===== src/rtl/ex_forward_ctrl_pkg.sv =====
// Shared types for the EX-stage forwarding / hazard controller.
// The tracker entry and the bubble constant are used by the controller and its hit comparators.
package ex_forward_ctrl_pkg;

    // The tracker rd field is sized for the widest register index the controller supports.
    localparam int TRK_RD_W = 8;

    localparam int TRK_EX  = 0;
    localparam int TRK_MEM = 1;
    localparam int TRK_WB  = 2;

    typedef struct packed {
        logic                valid;
        logic [TRK_RD_W-1:0] rd;
        logic                wen;
        logic                isLoad;
    } trk_entry_t;

    localparam trk_entry_t TRK_BUBBLE = {1'b0, {TRK_RD_W{1'b0}}, 1'b0, 1'b0};

endpackage


===== src/rtl/ex_forward_hit.sv =====
// Combinational RAW-hit compare of one ID source against one pipeline tracker entry.
// Register x0 never matches because it is hardwired to zero.
module ex_forward_hit
    import ex_forward_ctrl_pkg::*;
(
    input  logic                i_valid,
    input  logic                i_wen,
    input  logic [TRK_RD_W-1:0] i_rd,
    input  logic [TRK_RD_W-1:0] i_rs,
    input  logic                i_ren,
    output logic                o_hit
);

    assign o_hit = i_valid & i_wen & i_ren & (i_rs == i_rd) & (i_rs != '0);

endmodule


===== src/rtl/ex_forward_ctrl.sv =====
// EX-stage operand forwarding and load-use / RAW stall controller.
// Define FORWARD_CTRL_FORWARD_EN for bypassing; otherwise it stalls on any in-flight RAW hazard.
module ex_forward_ctrl
    import ex_forward_ctrl_pkg::*;
#(
    parameter int XLEN      = 64,
    parameter int NREG_BITS = 5
) (
    input  logic                 clk,
    input  logic                 rst,
    input  logic                 id_valid,
    input  logic [NREG_BITS-1:0] id_rs1,
    input  logic [NREG_BITS-1:0] id_rs2,
    input  logic                 id_rs1_ren,
    input  logic                 id_rs2_ren,
    input  logic [NREG_BITS-1:0] id_rd,
    input  logic                 id_rd_wen,
    input  logic                 id_is_load,
    input  logic                 pipe_hold,
    input  logic                 ex_flush,
    output logic                 exu_src1_forward_ex,
    output logic                 exu_src2_forward_ex,
    output logic                 exu_src1_forward_mem,
    output logic                 exu_src2_forward_mem,
    output logic                 id_stall,
    output logic [XLEN-1:0]      stall_cnt
);

    trk_entry_t          r_trk [3];
    logic [XLEN-1:0]     r_stallCnt;
    logic [TRK_RD_W-1:0] w_rs [2];
    logic [1:0]          w_ren;
    logic [2:0][1:0]     w_hit;
    trk_entry_t          w_idEntry;
    logic                w_stall;
    logic                w_bubble;
    logic                w_unused;

    assign w_rs[0]   = TRK_RD_W'(id_rs1);
    assign w_rs[1]   = TRK_RD_W'(id_rs2);
    assign w_ren     = {id_rs2_ren, id_rs1_ren};
    assign w_idEntry = {1'b1, TRK_RD_W'(id_rd), id_rd_wen, id_is_load};

    // w_hit[tracker][source], source 0 = rs1, source 1 = rs2.
    for (genvar t = 0; t < 3; t++) begin : g_trk
        for (genvar s = 0; s < 2; s++) begin : g_src
            ex_forward_hit u_hit (
                .i_valid (r_trk[t].valid),
                .i_wen   (r_trk[t].wen),
                .i_rd    (r_trk[t].rd),
                .i_rs    (w_rs[s]),
                .i_ren   (w_ren[s]),
                .o_hit   (w_hit[t][s])
            );
        end
    end

`ifdef FORWARD_CTRL_FORWARD_EN
    assign w_stall = id_valid & (w_hit[TRK_EX][0] | w_hit[TRK_EX][1]) & r_trk[TRK_EX].isLoad;
`else
    assign w_stall = id_valid & (|w_hit);
`endif

    assign w_bubble  = w_stall | ex_flush | ~id_valid;
    assign id_stall  = w_stall;
    assign stall_cnt = r_stallCnt;

    always_ff @(posedge clk) begin
        if (rst) begin
            for (int t = 0; t < 3; t++) begin
                r_trk[t] <= TRK_BUBBLE;
            end
            r_stallCnt <= '0;
        end else if (!pipe_hold) begin
            r_trk[TRK_WB]  <= r_trk[TRK_MEM];
            r_trk[TRK_MEM] <= r_trk[TRK_EX];
            r_trk[TRK_EX]  <= w_bubble ? TRK_BUBBLE : w_idEntry;
            if (w_stall) begin
                r_stallCnt <= r_stallCnt + XLEN'(1);
            end
        end
    end

`ifdef FORWARD_CTRL_FORWARD_EN
    logic [1:0] r_fwdEx;
    logic [1:0] r_fwdMem;

    // The youngest producer wins, so a MEM-stage match is masked by an EX-stage match.
    always_ff @(posedge clk) begin
        if (rst) begin
            r_fwdEx  <= '0;
            r_fwdMem <= '0;
        end else if (!pipe_hold) begin
            if (w_bubble) begin
                r_fwdEx  <= '0;
                r_fwdMem <= '0;
            end else begin
                r_fwdEx  <= w_hit[TRK_EX];
                r_fwdMem <= w_hit[TRK_MEM] & ~w_hit[TRK_EX];
            end
        end
    end

    assign exu_src1_forward_ex  = r_fwdEx[0];
    assign exu_src2_forward_ex  = r_fwdEx[1];
    assign exu_src1_forward_mem = r_fwdMem[0];
    assign exu_src2_forward_mem = r_fwdMem[1];
`else
    assign exu_src1_forward_ex  = 1'b0;
    assign exu_src2_forward_ex  = 1'b0;
    assign exu_src1_forward_mem = 1'b0;
    assign exu_src2_forward_mem = 1'b0;
`endif

    // Fields that only one build variant consumes are folded here so neither variant leaves them dangling.
    assign w_unused = ^{r_trk[TRK_EX].isLoad, r_trk[TRK_MEM].isLoad, r_trk[TRK_WB].isLoad, w_hit[TRK_WB]};

endmodule


===== config.mk =====
export PLATFORM = sky130hd
export DESIGN_NAME = ex_forward_ctrl
export DESIGN_NICKNAME = d
export VERILOG_FILES = /design/src/rtl/ex_forward_ctrl_pkg.sv /design/src/rtl/ex_forward_hit.sv /design/src/rtl/ex_forward_ctrl.sv
export SDC_FILE = /design/constraint.sdc
export NUM_CORES = 1
export LEC_CHECK = 0
export ABC_AREA = 1
export CAP_MARGIN = 20
export CORE_AREA = 5 5 81 157
export CTS_BUF_LIST = sky130_fd_sc_hd__clkbuf_16
export DETAILED_ROUTE_END_ITERATION = 10
export DIE_AREA = 0 0 86 162
export DONT_BUFFER_PORTS = 1
export HOLD_SLACK_MARGIN = 0.05
export PLACE_DENSITY_LB_ADDON = 0.12
export SLEW_MARGIN = 30
export SYNTH_ARGS = -nofsm -noshare
export SYNTH_HDL_FRONTEND = slang
export SYNTH_SLANG_ARGS = --single-unit

===== constraint.sdc =====
create_clock -name clk -period 2.2 [get_ports clk]
set_input_delay 0.33 -clock clk [delete_from_list [all_inputs] [get_ports clk]]
set_output_delay 0.33 -clock clk [all_outputs]
set_load 0.01 [all_outputs]

==> impl_metrics.tcl <==
set metrics [dict create \
    netlist_instances 1068 \
    grt_pass1_wl_um 30000 \
    num_rows 55 \
    timing.critical_path.fanout_max 8 \
    routed_wl_um 18800 \
    async_reset_ff_frac 0 \
    critical_path_class "reg -> out" \
    cp-end-kind "output pin" \
    synth_cell_count_leaders "292 x sky130_fd_sc_hd__nand2_1, 200 x sky130_fd_sc_hd__nor2_1, 193 x sky130_fd_sc_hd__inv_1" \
    final-setup-viol-count 0 \
    root_buffer "sky130_fd_sc_hd__clkbuf_16" \
    worst_setup_hold_path_clk_slew_ps 60 \
    worst_path_largest_cell_delay_ps 420 \
    die_height_um 162 \
    ios 93 \
    number_of_global_route_vias_before_repair 6335 \
    synth_cell_type_count 31 \
    final_cell_area_um2 6960 \
    critical-path-top-cell-by-count "sky130_fd_sc_hd__nand2_1" \
    run_status "completed" \
    final_number_of_max_transition_violations 0 \
    pin_count_of_the_biggest_net_entering_global_routing 127 \
    seqCellArea_um2 1920 \
    worst_clock_skew_ps 8.52 \
    diodes 0 \
    tritoncts.num_buffers 9 \
    timing_hold_violations_final 0 \
    synthMostInstantiatedCell "sky130_fd_sc_hd__nand2_1" \
    cell_taking_the_most_area_after_synthesis "sky130_fd_sc_hd__dfxtp_1" \
    postSynthRegisterBits 85 \
    power_frac_seq 0.463 \
    synth_compound_area_frac 0.00404 \
    synth_area_um2 6200 \
    fillerInstances 1176 \
    drt_iter0_drc 356 \
    power.share.switching 0.215 \
    intPower_uw 2780 \
    r2r-start "stall_cnt[1]$_SDFFE_PP0P_" \
    synthFlopType "sky130_fd_sc_hd__dfxtp_1" \
    pwr-share-comb 0.048 \
    layout_worst_path_cycle_share 0.928 \
    slack_of_the_worst_reg_to_reg_path_ps 180 \
    ys_warn_count 0 \
    crit_path_capture "id_stall" \
    floorplan.die_area_um2 13900 \
    drt_pre_antenna_iters 5 \
    core-area_um2 11400 \
    postRouteAntennaNets 0 \
    clk_latency_ps 340 \
    detail_route.drc_violations 0 \
    worst-path-stages 9 \
    main_combinational_cell_family_by_area_after_synthesis "simple AND/OR/NAND/NOR gates" \
    io_buffers 0 \
    timing.critical_path.from "r_trk[0][13]$_SDFFCE_PN0P_" \
    post_synth_fa_ha_maj_area_fraction 0.00202 \
    crit_path_cell_trace "nand2_1 -> nand2_1 -> nor2_1 -> nand3_1 -> nand3_1 -> nand2_1 -> nand2_4 -> nand2_1 -> inv_1" \
    clkSinkCount 85 \
    dpl-instance-area_um2 6560 \
    overflow 0 \
    totalNegativeSetupSlack_ps 0 \
    worst_setup_path_start_kind "flop" \
    cts_max_path_buffers 2 \
    max_cap_violations 0 \
    area_share_of_xor_xnor_cells_in_the_synthesized_design 0.00707 \
    antenna_violations_before_repair 0 \
    start_util 0.546 \
    drive_gt1_frac 0.0808 \
    timing.final.crit_period_ps 2040 \
    multi_input_area_um2 3340 \
    synthSimpleGateAreaFrac 0.522 \
    h-tree-depth 3 \
    nets 1121 \
    critical-path-top-delay-family "simple AND/OR/NAND/NOR gates" \
    total_global_route_track_usage 0.272 \
    clockPowerShare 0.489 \
    worst_ir_drop_vdd_mv 0.356 \
    synth_top_cells_by_area "sky130_fd_sc_hd__dfxtp_1 21%, sky130_fd_sc_hd__nand2_1 18%, sky130_fd_sc_hd__nor2_1 12%, sky130_fd_sc_hd__inv_1 12%, sky130_fd_sc_hd__edfxtp_1 10%" \
    crit_slowest_cell "sky130_fd_sc_hd__edfxtp_1" \
    syn_area_per_cell_um2 5.80 \
    power.switching_uw 763 \
    detailed_place_hpwl_um 14500 \
    flow.area_growth_from_synthesis_pct 12.3 \
    rr_endpoint "stall_cnt[54]$_SDFFE_PP0P_" \
    power.static_leakage_uw 0.00311 \
    gp_congestion 0.955 \
    timing.reg2reg.worst_path_depth 11 \
    timing.hold.worst.class "in -> reg" \
    arrival_ps 1710 \
    powerDensity_nw_per_um2 509 \
    tritoncts_clock_tree "built" \
    detail_route.vias_per_cell 5.34 \
    die_w_um 86 \
    cp.buffers_inverters 1 \
    routedWlPerCell_um 15.1 \
    synth_edf_count 21 \
    via_count 6639 \
    post_synth_mux_area_share 0 \
    rsz0062_at_grt "false" \
    fmax_ghz 0.490 \
    synth_top_area_share 0.207 \
    crit_required_ps 1870 \
    ys_seq_area_frac 0.308 \
]
==> how the worst min path moves through the flow <==
| stage | startpoint | end | slack (ps) | depth (start not counted) |
|---|---|---|---|---|
| 2_1_floorplan | id_rd_wen | r_trk[0][1]$_SDFFCE_PP0P_ | 540 | 2 |
| 3_3_place_gp | rst | stall_cnt[58]$_SDFFE_PP0P_ | 410 | 1 |
| 3_5_place_dp | rst | stall_cnt[57]$_SDFFE_PP0P_ | 410 | 1 |
| 4_1_cts | rst | stall_cnt[48]$_SDFFE_PP0P_ | 50 | 1 |
| 5_1_grt | rst | stall_cnt[56]$_SDFFE_PP0P_ | 50 | 1 |
| 6_report | rst | stall_cnt[49]$_SDFFE_PP0P_ | 60 | 1 |
==> power groups by stage <==
stage / Clock, uW / Sequential (uW) / Combinational, uW
2_1_floorplan: 0 / 1670 / 174
3_3_place_gp: 0 / 1670 / 164
3_5_place_dp: 0 / 1680 / 167
4_1_cts: 1760 / 1640 / 167
5_1_grt: 1830 / 1640 / 191
6_report: 1740 / 1640 / 169
==> logic make-up after synthesis <==
group                    Yosys count
XOR/XNOR                           5
other                              1
AO/OA/AOI/OAI                      5
adder cells (fa/ha/maj)            1
AND/OR/NAND/NOR                  732
buffers and inverters            239
flip-flops                        85
==> cell type report <==
cell class | instances | share of cell area
inverters | 197 | 0.106
multi-input cells | 747 | 0.480
repair buffers | 56 | 0.0644
clock buffers | 9 | 0.0324
flip-flops and latches | 85 | 0.275
well taps | 142 | 0.0255
clock inverters | 7 | 0.0164
==> cell usage in the layout, fill, tap and decap left out <==
cell / netlist / layout
sky130_fd_sc_hd__conb_1: 1 / 4
sky130_fd_sc_hd__inv_1: 193 / 193
sky130_fd_sc_hd__nor3b_1: 3 / 3
sky130_fd_sc_hd__xnor2_1: 1 / 1
sky130_fd_sc_hd__nor2_2: 1 / 3
sky130_fd_sc_hd__nor3_2: 2 / 2
sky130_fd_sc_hd__nand3_1: 115 / 115
sky130_fd_sc_hd__clkbuf_16: 0 / 9
sky130_fd_sc_hd__xor2_1: 4 / 4
sky130_fd_sc_hd__nor3_4: 1 / 1
sky130_fd_sc_hd__and2_1: 1 / 1
sky130_fd_sc_hd__dfxtp_1: 64 / 60
sky130_fd_sc_hd__nand3b_4: 1 / 1
sky130_fd_sc_hd__ha_1: 1 / 1
sky130_fd_sc_hd__nor3_1: 23 / 23
sky130_fd_sc_hd__bufinv_16: 0 / 3
sky130_fd_sc_hd__buf_12: 0 / 2
sky130_fd_sc_hd__edfxtp_1: 21 / 21
sky130_fd_sc_hd__clkinv_4: 0 / 1
sky130_fd_sc_hd__nand2_4: 0 / 1
sky130_fd_sc_hd__inv_2: 2 / 2
sky130_fd_sc_hd__nand2_2: 2 / 1
sky130_fd_sc_hd__nand3_2: 3 / 3
sky130_fd_sc_hd__dlygate4sd3_1: 0 / 1
sky130_fd_sc_hd__nand3b_1: 1 / 1
sky130_fd_sc_hd__dfxtp_2: 0 / 4
sky130_fd_sc_hd__clkinv_1: 2 / 4
sky130_fd_sc_hd__a21oi_1: 5 / 5
sky130_fd_sc_hd__nand4_1: 80 / 80
sky130_fd_sc_hd__nor2_1: 200 / 198
sky130_fd_sc_hd__nor2_4: 2 / 2
sky130_fd_sc_hd__clkinvlp_4: 0 / 1
sky130_fd_sc_hd__nand2_1: 292 / 292
sky130_fd_sc_hd__buf_4: 14 / 53
sky130_fd_sc_hd__nor4_1: 5 / 5
==> what timing repair did <==
item | in CTS | in global routing
endpoints found under the hold margin | 0 | 4
hold buffers | 0 | 1
gates resized for setup | 0 | 6
setup buffers | 0 | 6
endpoints found under the setup margin | 0 | 10
==> sequential cells by signal (all words and copies together) (netlist names) <==
| register | flops |
|---|---|
| stall_cnt | 64 |
| r_trk | 21 |
==> per-stage QoR <==
step / total power, uW / util / hold slack [ps] / worst slack, ps / std cells
after detailed placement: 1840 / 0.577 / 409 / 131 / 1220
after global placement: 1840 / 0.577 / 407 / 199 / 1220
after CTS: 3570 / 0.607 / 52.3 / 26.5 / 1236
after global routing: 3670 / 0.613 / 50.8 / 3.68 / 1243
after floorplan: 1850 / - / 538 / 418 / 1071
final: 3550 / 0.613 / 57.1 / 158 / 1243
==> routing by layer <==
metal | GRT usage | vias up | part of all wire
met4 | 0.156 | 0 | 0.054
met3 | 0.0533 | 65 | 0.050
met1 | 0.250 | 2993 | 0.34
met2 | 0.529 | 194 | 0.56
li1 | - | 3387 | -
met5 | 0 | - | 0
Power figures use the tool's default switching activity.
